File: config.mk
export PLATFORM = sky130hd
export DESIGN_NAME = bp_network_serializer
export DESIGN_NICKNAME = d
export VERILOG_FILES = /design/src/rtl/bp_network_serializer.sv
export SDC_FILE = /design/constraint.sdc
export NUM_CORES = 1
export LEC_CHECK = 0
export CORE_MARGIN = 1
export CORE_UTILIZATION = 40
export CTS_CLUSTER_SIZE = 24
export DETAILED_ROUTE_END_ITERATION = 10
export GPL_ROUTABILITY_DRIVEN = 0
export PLACE_DENSITY_LB_ADDON = 0.08
export REMOVE_ABC_BUFFERS = 1
export SLEW_MARGIN = 15
export SYNTH_ARGS = -nofsm -noshare
export SYNTH_HDL_FRONTEND = slang
export SYNTH_SLANG_ARGS = --single-unit
File: constraint.sdc
create_clock -name clk_i -period 4.3 [get_ports clk_i]
set_input_delay 0.43 -clock clk_i [delete_from_list [all_inputs] [get_ports clk_i]]
set_output_delay 0.43 -clock clk_i [all_outputs]
set_load 0.02 [all_outputs]
File: src/rtl/bp_network_serializer.sv
// Splits one wide message into num_packets_p flits {dest_id, src_id, payload}, lowest slice first.
// Optional stall counter output enabled by defining BP_NETWORK_SERIALIZER_STALL_CNT_EN.
module bp_network_serializer #(
    parameter int num_dest            = 4,
    parameter int num_src             = 4,
    parameter int source_data_width_p = 64,
    parameter int packet_data_width_p = 16,
    localparam int dest_id_width_p    = (num_dest > 1) ? $clog2(num_dest) : 1,
    localparam int src_id_width_p     = (num_src > 1) ? $clog2(num_src) : 1,
    localparam int num_packets_p      = (source_data_width_p + packet_data_width_p - 1) / packet_data_width_p,
    localparam int total_o_data_width = packet_data_width_p + dest_id_width_p + src_id_width_p
) (
    input  logic                           clk_i,
    input  logic                           reset_i,
    input  logic                           v_i,
    output logic                           ready_o,
    input  logic [source_data_width_p-1:0] data_i,
    input  logic [dest_id_width_p-1:0]     dest_id_i,
    input  logic [src_id_width_p-1:0]      src_id_i,
    output logic                           v_o,
    output logic [total_o_data_width-1:0]  data_o,
    input  logic                           ready_i
`ifdef BP_NETWORK_SERIALIZER_STALL_CNT_EN
    ,
    output logic [31:0]                    stall_cnt_o
`endif
);

    localparam int cnt_width_lp = (num_packets_p > 1) ? $clog2(num_packets_p) : 1;
    localparam int buf_width_lp = num_packets_p * packet_data_width_p;

    typedef enum logic {IDLE, SEND} state_e;

    state_e                                        state_r, state_n;
    logic [cnt_width_lp-1:0]                       cnt_r, cnt_n;
    logic [num_packets_p-1:0][packet_data_width_p-1:0] buf_r;
    logic [dest_id_width_p-1:0]                    dest_r;
    logic [src_id_width_p-1:0]                     src_r;
    logic [packet_data_width_p-1:0]                payload;
    logic                                          load, last_flit;

    assign last_flit = (cnt_r == cnt_width_lp'(num_packets_p - 1));

    always_ff @(posedge clk_i or posedge reset_i) begin
        if (reset_i) begin
            state_r <= IDLE;
            cnt_r   <= '0;
        end else begin
            state_r <= state_n;
            cnt_r   <= cnt_n;
        end
    end

    // Payload and IDs need no reset; they are only observed while in SEND.
    always_ff @(posedge clk_i) begin
        if (load) begin
            buf_r  <= buf_width_lp'(data_i);
            dest_r <= dest_id_i;
            src_r  <= src_id_i;
        end
    end

    always_comb begin
        state_n = state_r;
        cnt_n   = cnt_r;
        load    = 1'b0;
        ready_o = 1'b0;
        v_o     = 1'b0;
        case (state_r)
            IDLE: begin
                ready_o = 1'b1;
                if (v_i) begin
                    load    = 1'b1;
                    cnt_n   = '0;
                    state_n = SEND;
                end
            end
            SEND: begin
                v_o     = 1'b1;
                // Accept the next message on the last flit's transfer so there is no bubble.
                ready_o = last_flit & ready_i;
                if (ready_i) begin
                    if (!last_flit) begin
                        cnt_n = cnt_r + 1'b1;
                    end else begin
                        cnt_n = '0;
                        if (v_i) begin
                            load    = 1'b1;
                            state_n = SEND;
                        end else begin
                            state_n = IDLE;
                        end
                    end
                end
            end
            default: state_n = IDLE;
        endcase
    end

    generate
        if (num_packets_p == 1) begin : g_single
            assign payload = buf_r[0];
        end else begin : g_multi
            assign payload = buf_r[cnt_r];
        end
    endgenerate

    assign data_o = {dest_r, src_r, payload};

`ifdef BP_NETWORK_SERIALIZER_STALL_CNT_EN
    logic [31:0] stall_cnt_r;

    always_ff @(posedge clk_i or posedge reset_i) begin
        if (reset_i)
            stall_cnt_r <= '0;
        else if (v_o && !ready_i && !(&stall_cnt_r))
            stall_cnt_r <= stall_cnt_r + 32'd1;
    end

    assign stall_cnt_o = stall_cnt_r;
`endif

endmodule

==> impl_metrics.yaml, run 1 <==
route:
  drt_pass1_iterations: 4
  wl_um: 4470
  wl_per_cell_um: 15.9
  via_per_inst: 4.83
  vias: 1363
  initialDrtViolationCount: 43
  drc: 0
  detail-route-antenna-nets: 0
clocking:
  hold_buffers: 0
  cts_buffer_depth: 2
  tritoncts: "built"
  clockRootBuffer: "clkbuf_8"
  htree_levels: 3
  cts.sinks: 71
  insertion_delay_ns: 0.32
  postCtsResizedCells: 0
  clk_pin_slew_worst_paths_ns: 0.06
  cts_made_buffers: 9
  cts_setup_buffers: 0
timing:
  holdWs_ns: 0.287
  setup_tns_ns: 0
  grt_setup_unrepaired: "false"
  final-max-slew-violation-count: 0
  fmax_ghz: 0.332
  finalCritPeriodShare_pct: 70.1
  skew_ns: 0.00615
  max-slew-margin-rel_pct: 30.4
  fin_crit_ns: 3.02
  worst_slack_ns: 1.28
  hold_viol_final: 0
  tightest_slew_ns: 1.04
  setup_violations: 0
layout:
  multi_input_area_um2: 464
  fin_util_pct: 59.5
  fin_area_um2: 3780
  diodes: 0
  fillers: 463
  areaGrowthSynthToFinish_pct: 44.1
  layout_common_cells: "clkdlybuf4s50_1 (93), edfxtp_1 (68), clkbuf_8 (9)"
  layout-drive-gt1-share_pct: 10.2
  seqCellArea_um2: 2120
  mostFrequentLayoutCell: "clkdlybuf4s50_1"
  fin_cells: 282
  nNetsFinal: 275
synthesis:
  synth_top_cell_area_share_pct: 77.9
  synth.area.top_cells: "edfxtp_1 (78%), mux4_1 (8.0%), mux4_2 (6.9%)"
  postSynthCellCount: 101
  yosys.area.top_type: "edfxtp_1"
  synth_area_um2: 2620
  synth-seq-cells: 71
  syn_avg_cell_area_um2: 26.0
  yosysUniqueCellTypes: 15
  ys_warn_count: 0
  yosysSeqAreaShare_pct: 80.7
setup_path:
  cp-start-kind: "flip-flop"
  end_kind: "primary output"
  crit_arrival_ns: 2.59
  worstPathRequired_ns: 3.87
  worstPathMaxFanout: 19
  crit_type: "flip-flop to primary output"
run_status:
  status: "completed"
global_routing:
  grt-ovfl-total: 0
  grtUsageTotal_pct: 14.2
  grt_max_degree: 37
  grt_pass1_vias: 1479
  grt_first_pass_wirelength_um: 7210
  antenna_found_initial: 0
floorplan:
  start_util_pct: 41.3
  core_um2: 6350
  die_h_um: 83.0
  fp-row-count: 29
  die_width_um: 83.0
  io_pins: 94
  dieArea_um2: 6880
pwr:
  peakVddDrop_mv: 0.259
  p_leak_nw: 1.28
  finalPower_mw: 1.96
  power_density_nw_per_um2: 520
placed_design:
  port-buffer-count: 93
  placed_area_um2: 3640
  placed_cells: 268
  dpl.hpwl_um: 3070
  place_ws_ns: 1.24
hold_path:
  hold_path.class: "primary input to asynchronous set/reset pin"
run:
  maxCapViolCount: 0
==> where the power goes <==
part | internal, mW | total [mW] | switching (mW)
Sequential | 0.855 | 0.946 | 0.0913
Combinational | 0.366 | 0.612 | 0.246
Clock | 0.198 | 0.407 | 0.209
==> per-layer routing <==
metal / wire length [µm] / part of all wire (%) / vias up / track usage [%]
li1: - / - / 634 / -
met1: 1790 / 40 / 664 / 16.1
met2: 2370 / 53 / 55 / 24.0
met3: 228 / 5.1 / 10 / 4.27
met4: 84 / 1.9 / 0 / 7.99
met5: 0 / 0 / - / 0
==> cells by family (layout without fill, tap and decap cells) <==
family          count (synthesis)  in the layout  share of synthesized area, %
flops                          71             71                          80.7
mux                            17             17                          15.3
buf+inv                         6            110                          1.86
compound gates                  3              3                          1.05
simple gates                    3              3                         0.620
fa+ha+maj                       1              1                         0.477
==> state kept, by name, summed over array words and instances (netlist names) <==
register and count:
buf_r 64, cnt_r 2, dest_r 2, src_r 2
state_r 1
==> Yosys cell counts <==
cell type and count:
buf_2 2, inv_1 2, buf_12 1, edfxtp_1 68, nor2b_1 1, mux4_1 8, mux2i_1 1, a21boi_0 1
buf_6 1, nor2_1 1, ha_1 1, dfrtp_1 3, mux4_2 8, or2_2 1, a32o_1 2
==> path summary, 6_finish.rpt <==
check / from / slack [ns] / depth (start not counted) / endpoint
worst max-delay path: cnt_r[0]$_DFFE_PP0P_ / 1.28 / 2 / data_o[7]
min in group clk_i: state_r$_DFF_PP0_ / 0.63 / 1 / cnt_r[0]$_DFFE_PP0P_
worst max register to register: cnt_r[0]$_DFFE_PP0P_ / 1.38 / 4 / buf_r[1]$_DFFE_PP_
worst min-delay path: reset_i / 0.29 / 2 / cnt_r[0]$_DFFE_PP0P_
worst min register to register: state_r$_DFF_PP0_ / 0.63 / 1 / cnt_r[0]$_DFFE_PP0P_
max in group asynchronous: reset_i / 3.88 / 2 / cnt_r[1]$_DFFE_PP0P_
==> critical path, cell delays in order (launching register included) <==
cell,delay (ns)
dfrtp_1,1.03
mux4_1,0.66
clkdlybuf4s50_1,0.56
==> cell type report <==
class	count	area share, %
timing repair buffer	94	25.2
tap	77	2.55
clock inverter	3	0.331
inverter	2	0.199
clock buffer	11	3.48
sequential	71	56.0
multi-input combinational	24	12.3
(Power assumes the default switching activity.)
==> run 2, diff against run 1 <==
- clock period: 4.3 -> 2.65 ns (I/O delays scaled with it)
==> impl_metrics.yaml, run 2 (synthesized netlist as in run 1, its figures left out) <==
run_status:
  status: "completed"
timing:
  holdWs_ns: 0.113
  worst_slack_ns: 0.179
  max-slew-margin-rel_pct: 66.9
  fin_crit_ns: 2.47
  hold_viol_final: 0
  tightest_slew_ns: 0.492
  setup_violations: 0
  final-max-slew-violation-count: 0
  grt_setup_unrepaired: "false"
  skew_ns: 0.00353
  fmax_ghz: 0.405
  finalCritPeriodShare_pct: 93.2
global_routing:
  antenna_found_initial: 0
  grt-ovfl-total: 0
  grt_max_degree: 69
  grt_pass1_vias: 1526
  grt_first_pass_wirelength_um: 7410
  grtUsageTotal_pct: 14.8
route:
  detail-route-antenna-nets: 0
  wl_um: 4650
  vias: 1392
  drc: 0
  initialDrtViolationCount: 47
  via_per_inst: 4.85
  drt_pass1_iterations: 4
  wl_per_cell_um: 16.2
layout:
  top_register: "buf_r"
  fin_area_um2: 3840
  diodes: 0
  mostFrequentLayoutCell: "clkdlybuf4s50_1"
  layout-drive-gt1-share_pct: 12.4
  nNetsFinal: 278
  largest_reg_flops: 64
  layout_common_cells: "clkdlybuf4s50_1 (93), edfxtp_1 (68), clkbuf_8 (12)"
  fin_util_pct: 60.5
  fillers: 467
  areaGrowthSynthToFinish_pct: 46.4
pwr:
  peakVddDrop_mv: 0.489
  p_leak_nw: 1.31
  p_comb_share_pct: 34.0
  power_density_nw_per_um2: 871
  finalPower_mw: 3.34
  p_int_mw: 2.43
  seqPwrFrac_pct: 42.8
  sw_frac_of_total_pct: 27.4
  clkPwrFrac_pct: 23.2
  power_switching_mw: 0.917
clocking:
  postCtsResizedCells: 0
  insertion_delay_ns: 0.33
  cts_buffer_depth: 2
  cts_made_buffers: 9
  htree_levels: 3
  hold_buffers: 0
  cts.sinks: 71
  clk_pin_slew_worst_paths_ns: 0.07
  tritoncts: "built"
  cts_setup_buffers: 0
  clockRootBuffer: "clkbuf_8"
setup_path:
  worstPathRequired_ns: 2.38
  r2r_cells: 4
  cp-startpoint: "cnt_r[0]$_DFFE_PP0P_"
  worst-r2r-setup-slack_ns: 0.89
  worstPathMaxFanout: 8
  rr_startpoint: "cnt_r[0]$_DFFE_PP0P_"
  crit_arrival_ns: 2.21
  end_kind: "primary output"
  cp-start-kind: "flip-flop"
  crit_type: "flip-flop to primary output"
floorplan:
  fp-row-count: 29
  die_width_um: 83.0
  dieArea_um2: 6880
  start_util_pct: 41.3
  io_pins: 94
  die_h_um: 83.0
  core_um2: 6350
placed_design:
  place_ws_ns: 0.522
  dpl.hpwl_um: 3160
  port-buffer-count: 93
  placed_area_um2: 3660
hold_path:
  hold_path.class: "primary input to asynchronous set/reset pin"
run:
  maxCapViolCount: 0
-- run 2: cell count changes in the layout (fill, tap and decap cells not counted), sizes merged --
cell    before  now
clkinv       3    0
clkbuf      11   16
buf          1    4
-- run 2: per-stage QoR --
step | setup TNS (ns) | instances
floorplan | -141.99 | 97
global placement | 0 | 271
global route | 0 | 287
finish | 0 | 287
CTS | 0 | 287
detailed placement | 0 | 271
-- run 2: worst max-delay path, stage by stage, from the launching register on --
cell and delay [ns]:
dfrtp_1 0.46, buf_4 0.24, mux4_1 0.60, clkdlybuf4s50_1 0.56
-- run 2: layout make-up --
type,instances,area [µm²],share of cell area [%]
clock buffer,16,180,4.69
inverter,2,7.51,0.196
multi-input combinational,24,464,12.1
sequential,71,2120,55.1
tap,77,96.3,2.51
timing repair buffer,97,973,25.4
-- run 2: power by group through the flow --
stage / combinational (mW) / clock (mW) / sequential, mW
2_1_floorplan: 0.533 / 0 / 1.54
3_3_place_gp: 1.15 / 0 / 1.45
3_5_place_dp: 1.16 / 0 / 1.46
4_1_cts: 1.16 / 0.802 / 1.44
5_1_grt: 1.20 / 0.848 / 1.45
6_report: 1.14 / 0.776 / 1.43
-- run 2: layer usage --
metal,up-vias,wire [µm],GRT usage (%)
li1,642,-,-
met1,684,1740,15.7
met2,55,2500,25.9
met4,0,123,8.93
met5,-,0,0
met3,11,290,4.37
-- run 2: path summary, 6_finish.rpt --
path | endpoint
min in group clk_i | buf_r[12]$_DFFE_PP_
setup reg to reg | buf_r[50]$_DFFE_PP_
hold reg to reg | cnt_r[1]$_DFFE_PP0P_
max in group asynchronous | state_r$_DFF_PP0_
setup / recovery | data_o[13]
hold / removal | cnt_r[0]$_DFFE_PP0P_
